## src/rtl/tsoip_rx_depacketizer.sv

```systemverilog
// MII receive path for TS-over-IP: nibble-to-byte assembly, Eth/IPv4/UDP header filtering
// and extraction of the transport-stream payload as a strobed byte stream.
module tsoip_rx_depacketizer #(
  parameter int unsigned TS_LEN   = 188,
  parameter int unsigned MAX_PKTS = 7
) (
  input  logic        i_PhyRxClk,
  input  logic        i_nRst,
  input  logic        i_PhyRxDv,
  input  logic        i_PhyRxEr,
  input  logic [3:0]  i_PhyRxData,
  input  logic [47:0] i_MacLocal,
  input  logic [31:0] i_IpLocal,
  input  logic [15:0] i_PortLocal,
  output logic [7:0]  o_ts_Data,
  output logic        o_ts_Valid,
  output logic        o_ts_Sync,
  output logic        o_ts_Err,
  output logic [15:0] o_FramesOk,
  output logic [15:0] o_FramesDrop
);

  localparam int unsigned HDR_LEN = 42;
  localparam int unsigned PKT_W   = $clog2(TS_LEN);

  typedef enum logic [2:0] {
    S_IDLE,
    S_PREAMBLE,
    S_HEADER,
    S_PAYLOAD,
    S_DROP
  } state_t;

  state_t r_State, w_NextState;

  logic             r_Phase;
  logic [3:0]       r_LoNib;
  logic [39:0]      r_Shift;
  logic [5:0]       r_HdrIdx;
  logic [15:0]      r_PayLen;
  logic [15:0]      r_PayOff;
  logic [PKT_W-1:0] r_PktOff;

  logic        w_ByteDone;
  logic [7:0]  w_Byte;
  logic        w_Abort;
  logic [15:0] w_Len;
  logic [15:0] w_Pay;
  logic        w_LenOk;
  logic        w_HdrBad;
  logic        w_HdrLast;
  logic        w_PayLast;
  logic        w_Emit, w_Sync, w_Err, w_OkInc, w_DropInc;

  assign w_ByteDone = i_PhyRxDv & r_Phase;
  assign w_Byte     = {i_PhyRxData, r_LoNib};
  assign w_Abort    = ~i_PhyRxDv | i_PhyRxEr;
  assign w_Len      = {r_Shift[7:0], w_Byte};
  assign w_Pay      = w_Len - 16'd8;
  assign w_HdrLast  = (r_HdrIdx == 6'(HDR_LEN - 1));
  assign w_PayLast  = (r_PayOff == r_PayLen - 16'd1);

  // Payload must be a whole number of TS packets; compare against constant multiples
  always_comb begin
    w_LenOk = 1'b0;
    for (int unsigned k = 1; k <= MAX_PKTS; k++) begin
      if (w_Pay == 16'(k * TS_LEN)) w_LenOk = 1'b1;
    end
  end

  // Each field is judged when its last byte arrives; earlier bytes sit in r_Shift
  always_comb begin
    w_HdrBad = 1'b0;
    case (r_HdrIdx)
      6'd5:    w_HdrBad = ({r_Shift, w_Byte} != i_MacLocal);
      6'd13:   w_HdrBad = ({r_Shift[7:0], w_Byte} != 16'h0800);
      6'd14:   w_HdrBad = (w_Byte != 8'h45);
      6'd23:   w_HdrBad = (w_Byte != 8'h11);
      6'd33:   w_HdrBad = ({r_Shift[23:0], w_Byte} != i_IpLocal);
      6'd37:   w_HdrBad = ({r_Shift[7:0], w_Byte} != i_PortLocal);
      6'd39:   w_HdrBad = ~w_LenOk;
      default: w_HdrBad = 1'b0;
    endcase
  end

  always_ff @(posedge i_PhyRxClk or negedge i_nRst) begin
    if (!i_nRst) r_State <= S_IDLE;
    else         r_State <= w_NextState;
  end

  always_comb begin
    w_NextState = r_State;
    case (r_State)
      S_IDLE:     if (i_PhyRxDv) w_NextState = S_PREAMBLE;
      S_PREAMBLE: begin
        if (!i_PhyRxDv)                          w_NextState = S_IDLE;
        else if (w_ByteDone && w_Byte == 8'hD5) w_NextState = S_HEADER;
      end
      S_HEADER: begin
        if (w_Abort)         w_NextState = i_PhyRxDv ? S_DROP : S_IDLE;
        else if (w_ByteDone) begin
          if (w_HdrBad)       w_NextState = S_DROP;
          else if (w_HdrLast) w_NextState = S_PAYLOAD;
        end
      end
      S_PAYLOAD: begin
        if (w_Abort)                       w_NextState = i_PhyRxDv ? S_DROP : S_IDLE;
        else if (w_ByteDone && w_PayLast) w_NextState = S_DROP;
      end
      S_DROP:     if (!i_PhyRxDv) w_NextState = S_IDLE;
      default:    w_NextState = S_IDLE;
    endcase
  end

  // Abort wins over a byte completing in the same cycle
  always_comb begin
    w_Emit    = 1'b0;
    w_Sync    = 1'b0;
    w_Err     = 1'b0;
    w_OkInc   = 1'b0;
    w_DropInc = 1'b0;
    case (r_State)
      S_HEADER: w_DropInc = w_Abort | (w_ByteDone & w_HdrBad);
      S_PAYLOAD: begin
        if (w_Abort) begin
          w_DropInc = 1'b1;
          w_Err     = (r_PktOff != '0);
        end else if (w_ByteDone) begin
          w_Emit  = 1'b1;
          w_Sync  = (r_PktOff == '0);
          w_Err   = (r_PktOff == '0) && (w_Byte != 8'h47);
          w_OkInc = w_PayLast;
        end
      end
      default: ;
    endcase
  end

  always_ff @(posedge i_PhyRxClk or negedge i_nRst) begin
    if (!i_nRst) begin
      r_Phase      <= 1'b0;
      r_LoNib      <= '0;
      r_Shift      <= '0;
      r_HdrIdx     <= '0;
      r_PayLen     <= '0;
      r_PayOff     <= '0;
      r_PktOff     <= '0;
      o_ts_Data    <= '0;
      o_ts_Valid   <= 1'b0;
      o_ts_Sync    <= 1'b0;
      o_ts_Err     <= 1'b0;
      o_FramesOk   <= '0;
      o_FramesDrop <= '0;
    end else begin
      r_Phase <= i_PhyRxDv & ~r_Phase;
      if (i_PhyRxDv && !r_Phase) r_LoNib <= i_PhyRxData;
      if (w_ByteDone) r_Shift <= {r_Shift[31:0], w_Byte};

      if (r_State == S_PREAMBLE)                   r_HdrIdx <= '0;
      else if (r_State == S_HEADER && w_ByteDone) r_HdrIdx <= r_HdrIdx + 6'd1;
      if (r_State == S_HEADER && w_ByteDone && r_HdrIdx == 6'd39) r_PayLen <= w_Pay;

      if (r_State == S_HEADER) begin
        r_PayOff <= '0;
        r_PktOff <= '0;
      end else if (w_Emit) begin
        r_PayOff <= r_PayOff + 16'd1;
        r_PktOff <= (r_PktOff == PKT_W'(TS_LEN - 1)) ? '0 : r_PktOff + PKT_W'(1);
      end

      o_ts_Valid <= w_Emit;
      o_ts_Sync  <= w_Sync;
      o_ts_Err   <= w_Err;
      if (w_Emit) o_ts_Data <= w_Byte;

      if (w_OkInc && o_FramesOk != '1)     o_FramesOk   <= o_FramesOk + 16'd1;
      if (w_DropInc && o_FramesDrop != '1) o_FramesDrop <= o_FramesDrop + 16'd1;
    end
  end

endmodule

```

## config.mk

```make
export PLATFORM = sky130hd
export DESIGN_NAME = tsoip_rx_depacketizer
export DESIGN_NICKNAME = d
export VERILOG_FILES = /design/src/rtl/tsoip_rx_depacketizer.sv
export SDC_FILE = /design/constraint.sdc
export NUM_CORES = 1
export LEC_CHECK = 0
export CAP_MARGIN = 25
export CORE_ASPECT_RATIO = 0.7
export CORE_UTILIZATION = 47
export DETAILED_ROUTE_END_ITERATION = 16
export PLACE_DENSITY_LB_ADDON = 0.08
export SLEW_MARGIN = 20
export SYNTH_ARGS = -nofsm -noshare
export SYNTH_HDL_FRONTEND = slang
export SYNTH_SLANG_ARGS = --single-unit
```

## constraint.sdc

```tcl
create_clock -name i_PhyRxClk -period 4 [get_ports i_PhyRxClk]
set_input_delay 0.6 -clock i_PhyRxClk [delete_from_list [all_inputs] [get_ports i_PhyRxClk]]
set_output_delay 0.6 -clock i_PhyRxClk [all_outputs]
set_load 0.01 [all_outputs]
```

==> run_results.csv, run 1 <==
group,metric,value,unit
clocking,ctsResizeCount,0,
clocking,numCtsBuffers,17,
global_route,grt_max_degree,97,
layout,nets,1185,
route,wirelength,24510,um
route,num_vias,7524,
route,first_pass_iters,5,
die,die_area,18920,um^2
route,drc,0,
sta,finalHoldViolations,0,
critical_path,required,4.31,ns
sta,setup_viol,0,
yosys,syn_nets,1043,
yosys,postSynthAreaPerCell,9.289,um^2
clocking,hold_buffers,0,
yosys,synth_seq_cells,137,
sta,slew_viol_final,0,
clocking,clk_pin_slew_worst_paths,0.06,ns
global_route,use_met1,42.54,%
route,drtAntennaViolNets,0,
layout,final_util,61.15,%
clocking,clockRootBuffer,"clkbuf_16",
sta,worst_pin_slew,0.9263,ns
die,initial_core_util,47.93,%
yosys,synth-edff-count,0,
sta,max-slew-margin-rel,38.25,%
flow_run,cap_violations,0,
placed_design,port_buffers,146,
global_route,overflow,0,
yosys,yosysSeqAreaShare,39.73,%
clocking,clock-sinks,137,
power_and_ir_drop,ir_drop,345.0,uV
global_route,grt_pass1_wl,39590,um
yosys,synth_area_leader_cell,"dfrtp_1",
hold_path,hp-class,"primary input to async pin",
yosys,yosysMostFrequentCell,"dfrtp_1",
yosys,synthArstFlopShare,100.0,%
route,vias_per_cell,5.700,
yosys,synthFlopType,"dfrtp_1",
yosys,yosysUniqueCellTypes,74,
placed_design,hpwl,18050,um
placed_design,routabilityCongestion,0.9217,
sta,whs,0.2560,ns
clocking,cts_tree,"done",
yosys,synth_commonest_cells,"137 x dfrtp_1, 119 x xor2_1, 94 x nand2_1, 60 x nor2_1, 53 x o21ai_0",
yosys,synth_cells,929,
die,ios,147,
clocking,clockBufferDepth,2,
route,wl_per_cell,18.57,um
sta,post-route-period-util,90.36,%
clocking,htreeDepth,4,
critical_path,end_kind,"flop",
layout,drive_above_1_share,11.53,%
yosys,yosysWarningCount,0,
clocking,cts_setup_buffers,0,
critical_path,path_class,"primary input to flop",
global_route,grtUsageTotal,27.65,%
global_route,busiest_layer,"met1",
run_status,status,"completed",
global_route,grt_util_met3,6.710,%
yosys,syn_area,8630,um^2
placed_design,place_ws,-0.002655,ns
clocking,clkLatencyLatePin,0.43,ns
critical_path,arrival,3.92,ns
sta,setup_ws,0.3858,ns
critical_path,start_kind,"primary input",
power_and_ir_drop,pwr_density_cell,454.3,nW/um^2
layout,area_growth,27.59,%
die,die_width,164.0,um
die,die_h,115.4,um
sta,max_freq,276.7,MHz
global_route,grt_use_met2,38.31,%
yosys,synthTopCellsByArea,"dfrtp_1 40%, xor2_1 12%, mux2_2 5.6%",
layout,antenna_cells,0,
global_route,grt_pass1_vias,7273,
global_route,antenna_found_initial,0,
sta,rsz0062_at_grt,"false",
route,drt-initial-drc-count,597,
sta,fin_crit,3.614,ns
sta,skew,0.01373,ns
power_and_ir_drop,finalPower,5.003,mW
die,row_count,41,
die,fp.coreArea,18010,um^2
critical_path,crit_path_max_fanout,4,
yosys,yosysTopAreaCellShare,39.73,%
power_and_ir_drop,static-leakage-power,4.592,nW
layout by cell type, fill, tap and decap left out, types with 4 or more instances in the layout:
cell type and instances:
o31ai_1 4, nor2b_1 6, nor3_1 31, and2_1 5
clkdlybuf4s50_1 145, clkinv_2 4, nand2b_1 9, nor3b_1 6
ha_1 10, nor4bb_1 5, xor2_1 119, nor4b_1 5
nor2_1 60, o21ai_0 53, inv_1 22, nor4_1 33
o31a_1 4, nand3b_1 4, clkbuf_16 17, nand2_1 93
a21oi_1 11, xnor2_1 41, nand3_1 24, and3_1 18
o211ai_1 6, buf_4 30, or3_1 10, nand4b_1 4
a31oi_1 15, or4_1 4, mux2_2 43, o32ai_1 4
dfrtp_1 137, nand4_1 30
through the flow:
step	instances	instance area [um^2]	setup TNS, ns
floorplan	929	8630	0
global placement	1288	10420	0
detailed placement	1288	10420	-0.002655
CTS	1320	11010	0
global route	1320	11010	0
finish	1320	11010	0
registers in the layout (all words and copies together), names as in the netlist:
signal	flops
r_LoNib	4
r_Shift	40
o_ts_Sync	1
o_ts_Data	8
o_FramesOk	16
r_PktOff	8
r_PayLen	16
o_FramesDrop	16
r_PayOff	16
r_Phase	1
o_ts_Valid	1
r_State	3
o_ts_Err	1
r_HdrIdx	6
routing by layer:
metal / routed length [um] / vias to the layer above
li1: - / 3587
met1: 12570 / 3653
met2: 9897 / 260
met3: 1825 / 24
met4: 220 / 0
met5: 0 / -
critical path, cell delays in order:
cell             delay (ns)
clkdlybuf4s50_1        0.42
inv_1                  0.09
ha_1                   0.17
or4b_1                 0.52
o41ai_1                0.42
nand3_1                0.21
a2111oi_0              0.43
or3_1                  0.18
a21oi_1                0.08
or2_2                  0.35
nand3_1                0.12
mux2_2                 0.35
layout make-up:
type / count / area, um^2
Multi-Input combinational cell: 715 / 4886
Sequential cell: 137 / 3428
Clock buffer: 21 / 470.5
Tap cell: 236 / 295.3
Clock inverter: 11 / 120.1
Inverter: 22 / 82.58
Timing Repair Buffer: 178 / 1728
Fill cell: 1611 / 6995
report_power, final:
group          switching, mW  internal [mW]  total, mW
Sequential             0.373           1.65       2.02
Combinational          0.670          0.717       1.39
Clock                  0.630          0.965       1.60
final timing paths:
| check | slack, ns | cells after the start | to | start |
|---|---|---|---|---|
| min | 0.26 | 1 | r_Shift[39] | i_nRst |
| min in group i_PhyRxClk | 0.48 | 2 | o_ts_Data[2] | o_ts_Data[2] |
| max in group asynchronous | 2.94 | 2 | r_State[1] | i_nRst |
| max reg2reg | 0.45 | 11 | o_FramesDrop[1] | r_LoNib[3] |
| min reg2reg | 0.48 | 2 | o_ts_Data[2] | o_ts_Data[2] |
| max | 0.39 | 12 | o_FramesDrop[1] | i_PhyRxData[0] |
cells by family (layout without fill, tap and decap cells):
| family | count (synthesis) | in the layout | share of synthesized area, % |
|---|---|---|---|
| buffers and inverters | 77 | 232 | 3.683 |
| muxes | 46 | 46 | 5.959 |
| adders and majority gates | 10 | 10 | 1.450 |
| and+or+nand+nor | 368 | 368 | 23.11 |
| DFF | 137 | 137 | 39.73 |
| xor gates and xnor gates | 160 | 160 | 16.24 |
| AOI/OAI and AO/OA | 131 | 131 | 9.830 |
(Power assumes the default switching activity.)
==> run 2: changes to the inputs <==
--- a/config.mk
+++ b/config.mk
@@ -10,6 +10,7 @@
 export CORE_UTILIZATION = 47
 export DETAILED_ROUTE_END_ITERATION = 16
 export PLACE_DENSITY_LB_ADDON = 0.08
+export REMOVE_ABC_BUFFERS = 1
 export SLEW_MARGIN = 20
 export SYNTH_ARGS = -nofsm -noshare
 export SYNTH_HDL_FRONTEND = slang
==> run 2 against run 1 <==
Effect of this change: sequential share of layout area hardly changed; register-to-register slack better by 0.12 ns; worst hold slack worse by 0.026 ns; clock skew is 0.0094 ns higher; critical path type unchanged; largest power group unchanged; highest routed layer unchanged.
==> run_results.csv, run 2 (synthesized netlist as in run 1, its figures left out) <==
group,metric,value,unit
run_status,status,"completed",
die,die_h,115.4,um
global_route,overflow,0,
route,num_vias,7421,
critical_path,arrival,3.79,ns
die,ios,147,
sta,fin_crit,3.492,ns
power_and_ir_drop,static-leakage-power,4.585,nW
clocking,clockRootBuffer,"clkbuf_16",
clocking,cts_tree,"done",
layout,area_growth,27.64,%
clocking,hold_buffers,0,
power_and_ir_drop,pwr_density_cell,454.8,nW/um^2
route,drc,0,
clocking,clock-sinks,137,
clocking,htreeDepth,4,
route,drtAntennaViolNets,0,
route,vias_per_cell,5.618,
route,first_pass_iters,5,
die,row_count,41,
layout,nets,1186,
global_route,grt_max_degree,95,
global_route,antenna_found_initial,0,
placed_design,routabilityCongestion,0.9175,
power_and_ir_drop,finalPower,5.009,mW
die,die_width,164.0,um
route,wl_per_cell,18.32,um
route,drt-initial-drc-count,664,
sta,post-route-period-util,87.29,%
sta,max-slew-margin-rel,41.71,%
clocking,numCtsBuffers,17,
die,initial_core_util,47.93,%
layout,antenna_cells,0,
global_route,grt_pass1_vias,7236,
sta,skew,0.02316,ns
clocking,clockBufferDepth,2,
placed_design,port_buffers,146,
clocking,clkLatencyLatePin,0.43,ns
clocking,ctsResizeCount,0,
sta,slew_viol_final,0,
die,fp.coreArea,18010,um^2
sta,worst_pin_slew,0.8744,ns
clocking,clk_pin_slew_worst_paths,0.06,ns
layout,top_register,"r_Shift",
sta,finalHoldViolations,0,
layout,final_cell_mix,"145 x clkdlybuf4s50_1, 137 x dfrtp_1, 119 x xor2_1",
critical_path,crit_path_max_fanout,4,
die,die_area,18920,um^2
hold_path,hp-class,"primary input to async pin",
critical_path,required,4.30,ns
layout,drive_above_1_share,11.71,%
layout,largest_reg_flops,40,
critical_path,start_kind,"primary input",
placed_design,hpwl,18080,um
sta,max_freq,286.4,MHz
flow_run,cap_violations,0,
sta,rsz0062_at_grt,"false",
layout,final_common_cell,"clkdlybuf4s50_1",
sta,setup_viol,0,
critical_path,path_class,"primary input to flop",
power_and_ir_drop,ir_drop,360.1,uV
critical_path,end_kind,"flop",
clocking,cts_setup_buffers,0,
sta,fin_setup_tns,0,ns
global_route,grtUsageTotal,27.31,%
route,wirelength,24200,um
global_route,grt_pass1_wl,39450,um
==> run 2: cell types whose count changed in the layout (fill, tap and decap cells not counted), sizes merged <==
| cell | before | now |
|---|---|---|
| inv | 23 | 28 |
| clkbuf | 21 | 18 |
| clkinv | 5 | 2 |
| buf | 33 | 34 |
| clkinvlp | 3 | 4 |
==> run 2: routing by layer <==
layer  share of wire, %  track usage, %  wire length, um
met1                 52           41.98            12510
met2                 41           38.64             9950
met3                6.1           5.375             1485
met4                1.0           7.099              246
met5                  0               0                0
==> run 2: final cells by class <==
cell class	instances	area, um^2
Clock inverter	14	160.2
Tap cell	236	295.3
Timing Repair Buffer	179	1723
Clock buffer	18	439.2
Inverter	22	82.58
Sequential cell	137	3428
Multi-Input combinational cell	715	4886
Fill cell	1569	6992
==> run 2: stage by stage <==
| step | setup slack [ns] | utilization, % | hold slack [ns] | instances | instance area, um^2 |
|---|---|---|---|---|---|
| 2_1_floorplan | 0.6461 | - | 0.3044 | 874 | 8394 |
| 3_3_place_gp | 0.2284 | 57.84 | 0.4632 | 1289 | 10420 |
| 3_5_place_dp | 0.1073 | 57.84 | 0.4612 | 1289 | 10420 |
| 4_1_cts | 0.5523 | 61.17 | 0.2988 | 1321 | 11010 |
| 5_1_grt | 0.3022 | 61.17 | 0.3391 | 1321 | 11010 |
| 6_report | 0.5082 | 61.17 | 0.2303 | 1321 | 11010 |
==> run 2: critical path: stages <==
cell and delay (ns):
clkdlybuf4s50_1 0.43, inv_1 0.09, ha_1 0.16, or4b_1 0.53
o41ai_1 0.42, nand3_1 0.17, a2111oi_0 0.32, or3_1 0.18
a21oi_1 0.09, or2_2 0.33, nand3_1 0.11, mux2_2 0.35
==> run 2: worst paths after layout <==
path,from,end,slack [ns],cells past startpoint
setup reg to reg,r_HdrIdx[1],o_FramesDrop[1],0.57,11
hold / removal,i_nRst,o_FramesOk[10],0.23,1
min in group i_PhyRxClk,o_ts_Data[2],o_ts_Data[2],0.47,2
hold reg to reg,o_ts_Data[2],o_ts_Data[2],0.47,2
max in group asynchronous,i_nRst,r_HdrIdx[3],2.96,2
setup / recovery,i_PhyRxData[0],o_FramesDrop[1],0.51,12
==> run 2: power breakdown <==
group | internal (mW) | switching, mW | leakage (nW)
Clock | 0.948 | 0.640 | 0.281
Combinational | 0.715 | 0.668 | 2.53
Sequential | 1.65 | 0.392 | 1.77
Total | 3.31 | 1.70 | 4.59
